[config.mk]
export PLATFORM = sky130hd
export DESIGN_NAME = nibble_serial_add_ctrl
export DESIGN_NICKNAME = d
export VERILOG_FILES = /design/src/rtl/nibble_serial_add_ctrl.sv
export SDC_FILE = /design/constraint.sdc
export NUM_CORES = 1
export LEC_CHECK = 0
export BUFFER_PORTS_ARGS = -buffer_cell sky130_fd_sc_hd__buf_4
export CAP_MARGIN = 20
export CORE_MARGIN = 2
export CORE_UTILIZATION = 25
export DETAILED_ROUTE_END_ITERATION = 7
export HOLD_SLACK_MARGIN = 0.08
export SLEW_MARGIN = 10
export SYNTH_ARGS = -nofsm -noshare
export SYNTH_HDL_FRONTEND = slang
export SYNTH_SLANG_ARGS = --single-unit
[constraint.sdc]
create_clock -name clk -period 4.62 [get_ports clk]
set_clock_uncertainty 0.05 [all_clocks]
set_input_delay 0.924 -clock clk [delete_from_list [all_inputs] [get_ports clk]]
set_output_delay 0.924 -clock clk [all_outputs]
set_load 0.1 [all_outputs]
[src/rtl/nibble_serial_add_ctrl.sv]
// Nibble-serial WIDTH-bit add/subtract controller using one 4-bit slice.
// Define NIBBLE_SERIAL_ADD_SAT_EN to saturate the sum on signed overflow.
module nibble_serial_add_ctrl #(
  parameter  int WIDTH   = 16,
  localparam int NIBBLES = WIDTH / 4
) (
  input  logic             clk,
  input  logic             rst,
  input  logic             in_valid,
  output logic             in_ready,
  input  logic [WIDTH-1:0] a,
  input  logic [WIDTH-1:0] b,
  input  logic             sub,
  output logic             out_valid,
  input  logic             out_ready,
  output logic [WIDTH-1:0] sum,
  output logic             carry_out,
  output logic             overflow,
  output logic             zero,
  output logic             busy
);

  localparam int CW = (NIBBLES > 1) ? $clog2(NIBBLES) : 1;

  typedef enum logic [1:0] {
    IDLE,
    RUN,
    DONE
  } state_t;

  state_t           state_q;
  logic [CW-1:0]    cnt_q;
  logic             carry_q;
  logic [WIDTH-1:0] a_q;
  logic [WIDTH-1:0] b_q;
  logic [WIDTH-1:0] sum_q;
  logic             cout_q;
  logic             ovf_q;
  logic             zero_q;

  logic [3:0]       nib_a;
  logic [3:0]       nib_b;
  logic [3:0]       low;
  logic [1:0]       hi;
  logic [WIDTH-1:0] sum_d;
  logic [WIDTH-1:0] sum_fin;
  logic             c4;
  logic             ovf;
  logic             last;

  // Split at bit 3 so the carry into the nibble MSB is visible for overflow.
  always_comb begin
    nib_a = a_q[4*cnt_q +: 4];
    nib_b = b_q[4*cnt_q +: 4];
    low   = {1'b0, nib_a[2:0]} + {1'b0, nib_b[2:0]} + {3'b000, carry_q};
    hi    = {1'b0, nib_a[3]} + {1'b0, nib_b[3]} + {1'b0, low[3]};
    c4    = hi[1];
    ovf   = low[3] ^ hi[1];
    last  = (cnt_q == CW'(NIBBLES - 1));
    sum_d = sum_q;
    sum_d[4*cnt_q +: 4] = {hi[0], low[2:0]};
    sum_fin = sum_d;
`ifdef NIBBLE_SERIAL_ADD_SAT_EN
    if (ovf) begin
      sum_fin = a_q[WIDTH-1] ? {1'b1, {(WIDTH-1){1'b0}}}
                             : {1'b0, {(WIDTH-1){1'b1}}};
    end
`endif
  end

  always_ff @(posedge clk or posedge rst) begin
    if (rst) begin
      state_q <= IDLE;
      cnt_q   <= '0;
      carry_q <= 1'b0;
      a_q     <= '0;
      b_q     <= '0;
      sum_q   <= '0;
      cout_q  <= 1'b0;
      ovf_q   <= 1'b0;
      zero_q  <= 1'b0;
    end else begin
      unique case (state_q)
        IDLE: begin
          if (in_valid) begin
            a_q     <= a;
            b_q     <= sub ? ~b : b;
            carry_q <= sub;
            cnt_q   <= '0;
            state_q <= RUN;
          end
        end
        RUN: begin
          carry_q <= c4;
          if (last) begin
            sum_q   <= sum_fin;
            cout_q  <= c4;
            ovf_q   <= ovf;
            zero_q  <= (sum_fin == '0);
            state_q <= DONE;
          end else begin
            sum_q <= sum_d;
            cnt_q <= cnt_q + CW'(1);
          end
        end
        DONE: begin
          if (out_ready) state_q <= IDLE;
        end
        default: state_q <= IDLE;
      endcase
    end
  end

  assign in_ready  = (state_q == IDLE);
  assign out_valid = (state_q == DONE);
  assign busy      = (state_q != IDLE);
  assign sum       = sum_q;
  assign carry_out = cout_q;
  assign overflow  = ovf_q;
  assign zero      = zero_q;

endmodule
==> flow_summary.toml <==
[cts]
tritoncts = "yes"
cts_max_path_buffers = 2
cts.sinks = 56
post-cts-setup-buffers = 0
htreeDepth = 2
cts_resized = 0
insertion_delay_ns = 0.29
cts_root_buffer = "clkbuf_16"
cts.clk_slew.worst_paths_ns = 0.07
cts_buffers = 5
hold_buffers = 0

[floorplanning]
rows = 39
io_pins = 59
die_w_um = 112
die_h_um = 112
core_um2 = 11400
die_area_um2 = 12500
initial_core_util = 0.255

[synth]
syn_nets = 291
ys_async_sr_fraction = 1.00
ys_top_cells_by_area = "dfrtp_1, mux2_4, mux4_2"
syn-instance-count = 243
synth_top_area_cell = "dfrtp_1"
synth_edf_count = 0
yosys_warnings = 0
yosysSeqAreaShare = 0.481
synth_area_um2 = 2920
avgSynthCellArea_um2 = 12.0
synth.top_cell.area_share = 0.481
ys_ff_latch = 56
synthFlopType = "dfrtp_1"
ys_types = 40

[timing]
min_period_over_period = 0.810
tightest_slew_ns = 0.727
max-slew-margin-rel = 0.516
setup_violations = 0
min_period_ns = 3.74
timing.fmax_mhz = 267
hold_viol = 0
rsz0062_at_grt = "no"
setup-tns-final_ns = 0
report.final.slew_viol_count = 0

[critical_path]
cp_max_fo = 16
reg2reg_slack_ns = 0.88
required_ns = 4.76
end_kind = "flip-flop"
r2r-start = "cnt_q[0]"
path_class = "flip-flop to flip-flop"
setup.worst_path.start = "cnt_q[0]"
start_kind = "flip-flop"
reg2reg_depth = 9
arrival_ns = 3.88

[route]
viasPerCell = 4.45
drc = 0
dr_wl_met3_um = 415
num_vias = 1962
detail_route.wirelength_um = 6260
antenna_left = 0
wl_met2_um = 2800
first_pass_iters = 4
wire_per_inst_um = 14.2
drt-met1-wl_um = 3020
drt_iter0_markers = 84
highest_layer = "met4"

[placed_design]
gp_congestion = 0.837
dpl.hpwl_um = 4600
portBuffers = 58

[finish]
seqCellArea_um2 = 1400
syn_to_final_growth_pct = 23.4
multi_input_area_um2 = 1380
layout_common_cells = "buf_4, dfrtp_1, nor2_1"
fillCellCount = 1194
diodes = 0
fin_nets = 345
final_common_cell = "buf_4"
drive_gt1_frac = 0.329

[hold_path]
min-delay-start = "overflow"
holdPathStages = 2
min_path_type = "flip-flop to flip-flop"

[global_routing]
track_usage = 0.107
grt_remaining_overflow = 0
antenna_found_initial = 0
grt_pass1_vias = 2077
grt_max_degree = 57
grt_pass1_wl_um = 10600

[run_status]
status = "finished clean"

[job]
cap_violations = 0
sequential cells by signal, indices dropped and copies added, names as in the netlist, 2 cells and up:
| signal | count |
|---|---|
| state_q | 2 |
| sum | 16 |
| a_q | 16 |
| b_q | 16 |
| cnt_q | 2 |
cell type report:
class	count	area share
Timing Repair Buffer	59	0.123
Inverter	13	0.0136
Tap cell	143	0.0497
Multi-Input combinational cell	162	0.382
Sequential cell	56	0.389
Clock buffer	7	0.0396
Clock inverter	1	0.00209
cells by family (layout without fill, tap and decap cells):
logic type / count (synthesis) / after routing / share of synthesized area
simple gates: 61 / 61 / 0.104
buf+inv: 25 / 80 / 0.0472
fa+ha+maj: 11 / 11 / 0.0549
xor+xnor: 18 / 18 / 0.0567
mux: 28 / 28 / 0.159
compound gates: 44 / 44 / 0.0979
flops: 56 / 56 / 0.481
routing by layer:
metal	track usage	vias up
li1	-	955
met1	0.151	936
met2	0.164	69
met3	0.0321	2
met4	0.0244	0
met5	0	-
Yosys cell counts (4+ instances only):
| library cell | n |
|---|---|
| dfrtp_1 | 56 |
| ha_1 | 8 |
| buf_6 | 4 |
| a22o_1 | 7 |
| xnor2_1 | 17 |
| inv_1 | 13 |
| a21oi_1 | 16 |
| buf_2 | 5 |
| mux4_2 | 8 |
| nand2_1 | 21 |
| mux2_4 | 16 |
| nor2_1 | 22 |
| o31ai_1 | 6 |
| o21ai_1 | 4 |
worst max-delay path: stages (launching register included):
cell and delay (ns):
dfrtp_1 0.82, mux4_2 0.61, fa_1 0.43, a21o_1 0.17, a21o_1 0.21, fa_1 0.62, inv_1 0.12, nor4_1 0.29
a211oi_1 0.08, a32o_1 0.25
through the flow:
step           utilization  std cells  setup WS, ns  hold WS [ns]  instance area, um2
2_1_floorplan            -        243          1.34         0.426                2920
3_3_place_gp         0.302        433         0.997         0.425                3450
3_5_place_dp         0.302        433         0.860         0.426                3450
4_1_cts              0.315        441         0.840         0.442                3600
5_1_grt              0.315        441         0.635         0.485                3600
6_report             0.315        441         0.876         0.438                3600
path summary, 6_finish.rpt:
kind | to
worst max-delay path | zero
worst min-delay path | overflow
worst max register to register | zero
worst min register to register | overflow
max in group asynchronous | b_q[5]
min in group asynchronous | sum[10]
Power is not shown: default switching activity piles up to over one toggle a cycle in this logic, so the estimate is an artifact.
